[config.mk]
export PLATFORM = sky130hd
export DESIGN_NAME = fifo_ctrl_param
export DESIGN_NICKNAME = d
export VERILOG_FILES = /design/src/rtl/fifo_ctrl_param.sv
export SDC_FILE = /design/constraint.sdc
export NUM_CORES = 1
export LEC_CHECK = 0
export ABC_AREA = 1
export BUFFER_PORTS_ARGS = -buffer_cell sky130_fd_sc_hd__buf_4
export CAP_MARGIN = 0
export CORE_MARGIN = 1.5
export CORE_UTILIZATION = 44
export CTS_CLUSTER_SIZE = 14
export DETAILED_ROUTE_END_ITERATION = 8
export GPL_ROUTABILITY_DRIVEN = 0
export PLACE_DENSITY_LB_ADDON = 0.1
export SLEW_MARGIN = 30
export SYNTH_ARGS = -nofsm -noshare
export SYNTH_HDL_FRONTEND = slang
export SYNTH_SLANG_ARGS = --single-unit
[constraint.sdc]
create_clock -name clk -period 6.6 [get_ports clk]
set_clock_uncertainty 0.1 [all_clocks]
set_input_delay 1.32 -clock clk [delete_from_list [all_inputs] [get_ports clk]]
set_output_delay 1.32 -clock clk [all_outputs]
set_load 0.02 [all_outputs]
[src/rtl/fifo_ctrl_param.sv]
// fifo_ctrl_param: parametrised synchronous FIFO with storage, occupancy flags and op-state register.
// Defining FIFO_SCLR_EN adds a synchronous clear input (sclr) that has priority over requests.
module fifo_ctrl_param #(
  parameter int unsigned DATA_WIDTH = 32,
  parameter int unsigned ADDR_WIDTH = 3,
  parameter int unsigned AF_LEVEL   = 6,
  parameter int unsigned AE_LEVEL   = 2
) (
  input  logic                  clk,
  input  logic                  reset,
`ifdef FIFO_SCLR_EN
  input  logic                  sclr,
`endif
  input  logic                  wr_en,
  input  logic                  rd_en,
  input  logic [DATA_WIDTH-1:0] din,
  output logic [DATA_WIDTH-1:0] dout,
  output logic [2:0]            state,
  output logic [ADDR_WIDTH:0]   data_count,
  output logic                  full,
  output logic                  empty,
  output logic                  almost_full,
  output logic                  almost_empty,
  output logic                  wr_ack,
  output logic                  wr_err,
  output logic                  rd_ack,
  output logic                  rd_err
);

  localparam int unsigned DEPTH = 1 << ADDR_WIDTH;
  localparam logic [ADDR_WIDTH:0]   DEPTH_C = (ADDR_WIDTH+1)'(DEPTH);
  localparam logic [ADDR_WIDTH:0]   AF_C    = (ADDR_WIDTH+1)'(AF_LEVEL);
  localparam logic [ADDR_WIDTH:0]   AE_C    = (ADDR_WIDTH+1)'(AE_LEVEL);
  localparam logic [ADDR_WIDTH:0]   CNT_ONE = (ADDR_WIDTH+1)'(1);
  localparam logic [ADDR_WIDTH-1:0] PTR_ONE = ADDR_WIDTH'(1);

  typedef enum logic [2:0] {
    S_INIT   = 3'b000,
    S_WRITE  = 3'b001,
    S_WR_ERR = 3'b010,
    S_NO_OP  = 3'b011,
    S_READ   = 3'b100,
    S_RD_ERR = 3'b101,
    S_RDWR   = 3'b110
  } state_e;

  logic [DATA_WIDTH-1:0] mem_q [DEPTH];

  state_e                state_q, state_d;
  logic [ADDR_WIDTH-1:0] head_q, head_d, tail_q, tail_d;
  logic [ADDR_WIDTH:0]   count_q, count_d;
  logic [DATA_WIDTH-1:0] dout_q, dout_d;
  logic wr_ack_q, wr_ack_d, wr_err_q, wr_err_d;
  logic rd_ack_q, rd_ack_d, rd_err_q, rd_err_d;
  logic do_wr, do_rd;

  always_comb begin
    state_d  = S_NO_OP;
    do_wr    = 1'b0;
    do_rd    = 1'b0;
    wr_ack_d = 1'b0;
    wr_err_d = 1'b0;
    rd_ack_d = 1'b0;
    rd_err_d = 1'b0;

    case (state_q)
      S_INIT: state_d = S_NO_OP;
      S_WRITE, S_WR_ERR, S_NO_OP, S_READ, S_RD_ERR, S_RDWR: begin
        case ({wr_en, rd_en})
          2'b10: begin
            if (count_q < DEPTH_C) begin
              do_wr = 1'b1; state_d = S_WRITE; wr_ack_d = 1'b1;
            end else begin
              state_d = S_WR_ERR; wr_err_d = 1'b1;
            end
          end
          2'b01: begin
            if (count_q != '0) begin
              do_rd = 1'b1; state_d = S_READ; rd_ack_d = 1'b1;
            end else begin
              state_d = S_RD_ERR; rd_err_d = 1'b1;
            end
          end
          2'b11: begin
            // A full FIFO still accepts the write: the read frees a slot on the same edge.
            if (count_q != '0) begin
              do_wr = 1'b1; do_rd = 1'b1; state_d = S_RDWR;
              wr_ack_d = 1'b1; rd_ack_d = 1'b1;
            end else begin
              do_wr = 1'b1; state_d = S_WRITE;
              wr_ack_d = 1'b1; rd_err_d = 1'b1;
            end
          end
          default: state_d = S_NO_OP;
        endcase
      end
      default: state_d = S_INIT;
    endcase

    head_d  = do_rd ? head_q + PTR_ONE : head_q;
    tail_d  = do_wr ? tail_q + PTR_ONE : tail_q;
    dout_d  = do_rd ? mem_q[head_q] : dout_q;
    count_d = count_q;
    if (do_wr && !do_rd) count_d = count_q + CNT_ONE;
    if (do_rd && !do_wr) count_d = count_q - CNT_ONE;

`ifdef FIFO_SCLR_EN
    if (sclr) begin
      do_wr    = 1'b0;
      state_d  = S_INIT;
      head_d   = '0;
      tail_d   = '0;
      count_d  = '0;
      dout_d   = dout_q;
      wr_ack_d = 1'b0;
      wr_err_d = 1'b0;
      rd_ack_d = 1'b0;
      rd_err_d = 1'b0;
    end
`endif
  end

  always_ff @(posedge clk or posedge reset) begin
    if (reset) begin
      state_q  <= S_INIT;
      head_q   <= '0;
      tail_q   <= '0;
      count_q  <= '0;
      dout_q   <= '0;
      wr_ack_q <= 1'b0;
      wr_err_q <= 1'b0;
      rd_ack_q <= 1'b0;
      rd_err_q <= 1'b0;
    end else begin
      state_q  <= state_d;
      head_q   <= head_d;
      tail_q   <= tail_d;
      count_q  <= count_d;
      dout_q   <= dout_d;
      wr_ack_q <= wr_ack_d;
      wr_err_q <= wr_err_d;
      rd_ack_q <= rd_ack_d;
      rd_err_q <= rd_err_d;
    end
  end

  always_ff @(posedge clk) begin
    if (do_wr) mem_q[tail_q] <= din;
  end

  assign dout         = dout_q;
  assign state        = state_q;
  assign data_count   = count_q;
  assign full         = (count_q == DEPTH_C);
  assign empty        = (count_q == '0);
  assign almost_full  = (count_q >= AF_C);
  assign almost_empty = (count_q <= AE_C);
  assign wr_ack       = wr_ack_q;
  assign wr_err       = wr_err_q;
  assign rd_ack       = rd_ack_q;
  assign rd_err       = rd_err_q;

endmodule

==> run metrics, run 1 <==
Initial Utilization=between 40% and 50%; core region area=about 28000 µm²; FMAX=approximately 320 MHz; max_slew headroom=between 40% and 50%; DRC marker count from the first detailed-route iteration=~540; post-synth top area cell=edfxtp_1; most common cell in the synthesized netlist=edfxtp_1; Global Route Usage Sum=18.1%; crit-path max FO=22; initial antenna violation count=0; Fill cells=between 2000 and 2500; area delta synth->final=18.4%; final hold vios=0; Site Rows=61; Worst EP arrival=3450 ps; kind of start point of the critical path=input pin; worst min path class=reg -> reg; die area=around 29000 µm²; diodes inserted=0; Setup TNS=0 ps; FF-to-FF path depth=13; Final period util=48.1%; first-pass GRT wire length=39700 µm; CTS tree=built; Reg power frac=about 40%; critical path type=in -> reg; cts bufs inserted=34; xor and xnor area share after synthesis=0.426%; Die Span X=about 170 µm; pwr dens=453 nW/µm²; Nets=approximately 1100; Sw Pwr=roughly 2.3 mW; clock transition at the registers of the reported paths=60 ps; Final ANT Viol Nets=0; post-route minimum period=3170 ps; post-synthesis compound-gate area fraction=slightly below 9%; RSZ-0062 raised after global routing=false; dpl cells=1424; Routed WL=25500 µm; Setup Buffers After CTS=0; predominant post-synthesis flop cell=edfxtp_1; Post-route DRC=0; Comb pwr share=32.4%; Post-synth EDFFs=256; grt ovf=0; Worst Setup End Kind=register; CP required=slightly below 7000 ps; slew at the pin closest to its max-slew limit=roughly 860 ps; htree depth=2; post-detailed-placement half-perimeter wirelength=14700 µm; Avg Vias per Cell=5.01; Int Pwr=4.29 mW; synth unique cells=30; Clock Sink Count=305; register area share after synthesis=72.3%; final std cells w/o fill=between 1000 and 1500; Layout Utilization=between 50% and 60%; synthesized area per cell=12.3 µm²; Pre-Repair DR Iteration Count=5; mux contribution to synthesized area=0%; switching share of power=35.1%; CTS root buffer=clkbuf_16; Worst VDD drop=between 0.0002 and 0.0003 V; smallest hold slack=roughly 380 ps; vias in the first global route=between 7000 and 8000; MaxCap Viol Count=0; clock power share=27.2%; Mapped Cells=1000; Post-Syn Nets=1041; largest family of logic cells by synthesized area=simple AND/OR/NAND/NOR gates; vias=7454; Post-CTS Hold Buffers=0; simple-gate share of the synthesized area=between 10% and 20%; worst-case clock buffer depth=3; Adder-Cell Fraction of Synth Area=0.507%; async set-reset flop share out of synthesis=16.1%; share of cells above drive strength 1=roughly 16%; height of the die=about 170 µm; IO Port Bufs=82; Commonest cells post-synth=256 x edfxtp_1, 186 x nand2_1, 145 x inv_1; clk_lat worst skew=500 ps; hold path cells=2; largest net degree at the start of global routing=roughly 100; ranking of synthesized cells by area=edfxtp_1 62%, dfrtp_1 9.9%, o211ai_1 5.8%; WL/cell=roughly 17 µm; final setup fails=0; Power, Total=roughly 6.6 mW; Leak=5.75 nW; mapped cell area=12300 µm²; synth warn=0; post-CTS sizing=0; status=complete, no violations; Slew Viols, Final=0; Top-Level Pins=83; Yosys reg bits=305; top cell type's share of synthesized area=62.3%
## power groups by stage
stage          clock network, mW  registers, mW  logic (mW)
2_1_floorplan                  0           2.77        1.37
3_3_place_gp                   0           2.76        2.03
3_5_place_dp                   0           2.76        2.12
4_1_cts                     1.84           2.73        2.12
5_1_grt                     1.92           2.72        2.40
6_report                    1.80           2.67        2.14
## critical path: stages
cell and delay, ps:
buf_4 120, nand2_4 60, nor2_4 450, buf_4 420, ha_1 320, nand2_1 70
inv_1 70, nor2_1 50, ha_1 180, a21oi_1 140, xor2_1 140, o21ai_0 80
## cell usage in the layout (no fill, tap or decap), drive strengths merged, types with 2 or more instances in the layout
| cell | netlist | layout |
|---|---|---|
| nand3 | 102 | 102 |
| o21ai | 40 | 40 |
| dfrtp | 49 | 49 |
| or2 | 2 | 2 |
| a21oi | 35 | 35 |
| o211ai | 96 | 96 |
| ha | 5 | 5 |
| nand2 | 189 | 189 |
| inv | 146 | 146 |
| xnor2 | 2 | 2 |
| clkinv | 0 | 11 |
| xor2 | 4 | 4 |
| nor2 | 16 | 16 |
| edfxtp | 256 | 256 |
| clkbuf | 13 | 50 |
| buf | 43 | 103 |
## sequential cells by signal, indices dropped and copies added, names as in the netlist
name / count
data_count: 4
wr_err: 1
rd_ack: 1
dout: 32
head_q: 3
rd_err: 1
wr_ack: 1
tail_q: 3
state: 3
mem_q: 256
## worst paths after layout
path | start | to | slack, ps
worst max-delay path | rd_en | data_count[2] | 3430
worst min-delay path | dout[20] | dout[20] | 380
worst max register to register | data_count[3] | data_count[2] | 3670
worst min register to register | dout[20] | dout[20] | 380
max in group asynchronous | reset | head_q[1] | 4880
min in group asynchronous | reset | dout[20] | 940
## final cells by class
type | count | area [µm²] | area share [%]
sequential | 305 | 8920 | 61.1
multi-input combinational | 493 | 2620 | 18.0
clock buffer | 50 | 995 | 6.81
timing repair buffer | 103 | 961 | 6.58
inverter | 146 | 548 | 3.75
tap | 378 | 473 | 3.24
clock inverter | 12 | 77.6 | 0.531
## cells by family (layout without fill, tap and decap cells)
group	after synthesis	in the layout
buf+inv	202	311
compound gates	171	171
simple gates	311	311
fa+ha+maj	5	5
xor+xnor	6	6
flops	305	305
## stage by stage
stage / worst slack (ps) / instance area (µm²)
2_1_floorplan: 2860 / 12300
4_1_cts: 3430 / 14600
6_report: 3430 / 14600
5_1_grt: 3230 / 14600
3_5_place_dp: 2900 / 13500
3_3_place_gp: 2960 / 13300
## metal layers
metal / routed length, µm / GRT usage [%] / up-vias / share of wire (%)
met5: 0 / 0 / - / 0
met2: 12400 / 30.0 / 157 / 49
met3: 1120 / 3.28 / 37 / 4.4
met1: 11600 / 24.4 / 3614 / 45
met4: 444 / 5.12 / 0 / 1.7
li1: - / - / 3646 / -
Note: power is estimated with default switching activity, not from simulation.
==> run 2, diff against run 1 <==
==> constraint.sdc (replaced) <==
create_clock -name clk -period 3.1 [get_ports clk]
set_clock_uncertainty 0.1 [all_clocks]
set_input_delay 0.62 -clock clk [delete_from_list [all_inputs] [get_ports clk]]
set_output_delay 0.62 -clock clk [all_outputs]
set_load 0.02 [all_outputs]
==> run metrics, run 2 (synthesis gave the netlist of run 1 again) <==
met1 WL=11800 µm; DRC marker count from the first detailed-route iteration=between 400 and 500; vias=7389; first-pass GRT wire length=40000 µm; Worst Setup End Kind=output pin; FF-to-FF path depth=6; initial antenna violation count=0; Global Route Usage Sum=between 10% and 20%; Initial Utilization=44.5%; Final ANT Viol Nets=0; share of cells above drive strength 1=15.9%; status=complete, no violations; Pre-Repair DR Iteration Count=4; pwr dens=between 900 and 1000 nW/µm²; Setup Buffers After CTS=0; post-route minimum period=2390 ps; Routed WL=25200 µm; crit-path max FO=6; CP required=2380 ps; kind of start point of the critical path=register; Setup TNS=0 ps; RSZ-0062 raised after global routing=false; Worst VDD drop=0.000494 V; height of the die=170 µm; RR Startpoint=state[1]; Routed met3 length=just under 1000 µm; post-CTS sizing=0; worst reg-to-reg setup slack=770 ps; Clock Sink Count=305; slew at the pin closest to its max-slew limit=between 700 and 800 ps; Leak=5.70 nW; max FFs per register=256; vias in the first global route=between 7000 and 8000; Layout Utilization=52.0%; clk_lat worst skew=550 ps; grt ovf=0; reg-to-reg endpoint=mem_q[1][3]; die area=29000 µm²; Avg Vias per Cell=approximately 5.0; CTS tree=built; Top-Level Pins=83; diodes inserted=0; largest net degree at the start of global routing=104; Nets=1126; Slew Viols, Final=0; final setup fails=0; worst-case clock buffer depth=3; final hold vios=0; IO Port Bufs=82; critical path type=reg -> out; post-route cell area=14400 µm²; dpl cells=1430; Post-route DRC=0; Die Span X=about 170 µm; WL/cell=roughly 17 µm; Worst EP arrival=1670 ps; worst min path class=in -> async; most frequent cells in the layout=256 x edfxtp_1, 186 x nand2_1, 144 x inv_1; Fill cells=about 2400; FMAX=419 MHz; commonest non-fill, non-tap cell in the layout=edfxtp_1; max_slew headroom=around 50%; CTS root buffer=clkbuf_16; core region area=about 28000 µm²; Power, Total=roughly 14 mW; final std cells w/o fill=1487; MaxCap Viol Count=0; htree depth=1; area delta synth->final=16.9%; cell area after placement=13400 µm²; Final period util=77.0%; Met2 Routed Length=12100 µm; Site Rows=61; cts bufs inserted=31; Post-CTS Hold Buffers=0; clock transition at the registers of the reported paths=~60 ps; post-detailed-placement half-perimeter wirelength=around 15000 µm; most flop-heavy register=mem_q; top sig layer=met4
==> run 2: cell type report <==
cell class              instances  area (µm²)  share of cell area, %
clock buffers                  47         906                   6.28
clock inverters                10        71.3                  0.495
inverters                     146         548                   3.80
multi-input cells             493        2620                   18.2
flip-flops and latches        305        8920                   61.9
well taps                     378         473                   3.28
repair buffers                108         873                   6.06
==> run 2: how the worst max path moves through the flow <==
stage	from	slack, ps	cells past startpoint	to
finish	data_count[3]	710	3	full
global route	state[1]	600	6	mem_q[1][9]
CTS	data_count[3]	730	3	full
detailed placement	rd_en	590	6	mem_q[1][6]
global placement	rd_en	620	6	mem_q[1][6]
floorplan	state[1]	20	6	mem_q[0][0]
==> run 2: power by group <==
group / switching (mW) / internal, mW
logic: 3.05 / 1.58
clock network: 1.48 / 2.08
registers: 0.357 / 5.23
total: 4.88 / 8.89
==> run 2: critical path, cell delays in order (launching register included) <==
cell and delay (ps):
dfrtp_1 460, inv_1 110, nor4_1 330, buf_4 210
==> run 2: stage by stage <==
stage / setup WS, ps / hold WS [ps]
final: 714 / 31.2
after global routing: 597 / 65.4
after CTS: 733 / 36.5
after detailed placement: 595 / 367
after global placement: 618 / 364
after floorplan: 21.2 / 390
==> run 2: layer usage <==
| layer | vias to the layer above | GRT usage, % |
|---|---|---|
| met3 | 31 | 2.63 |
| met4 | 0 | 3.81 |
| li1 | 3647 | - |
| met1 | 3564 | 25.0 |
| met5 | - | 0 |
| met2 | 147 | 30.0 |
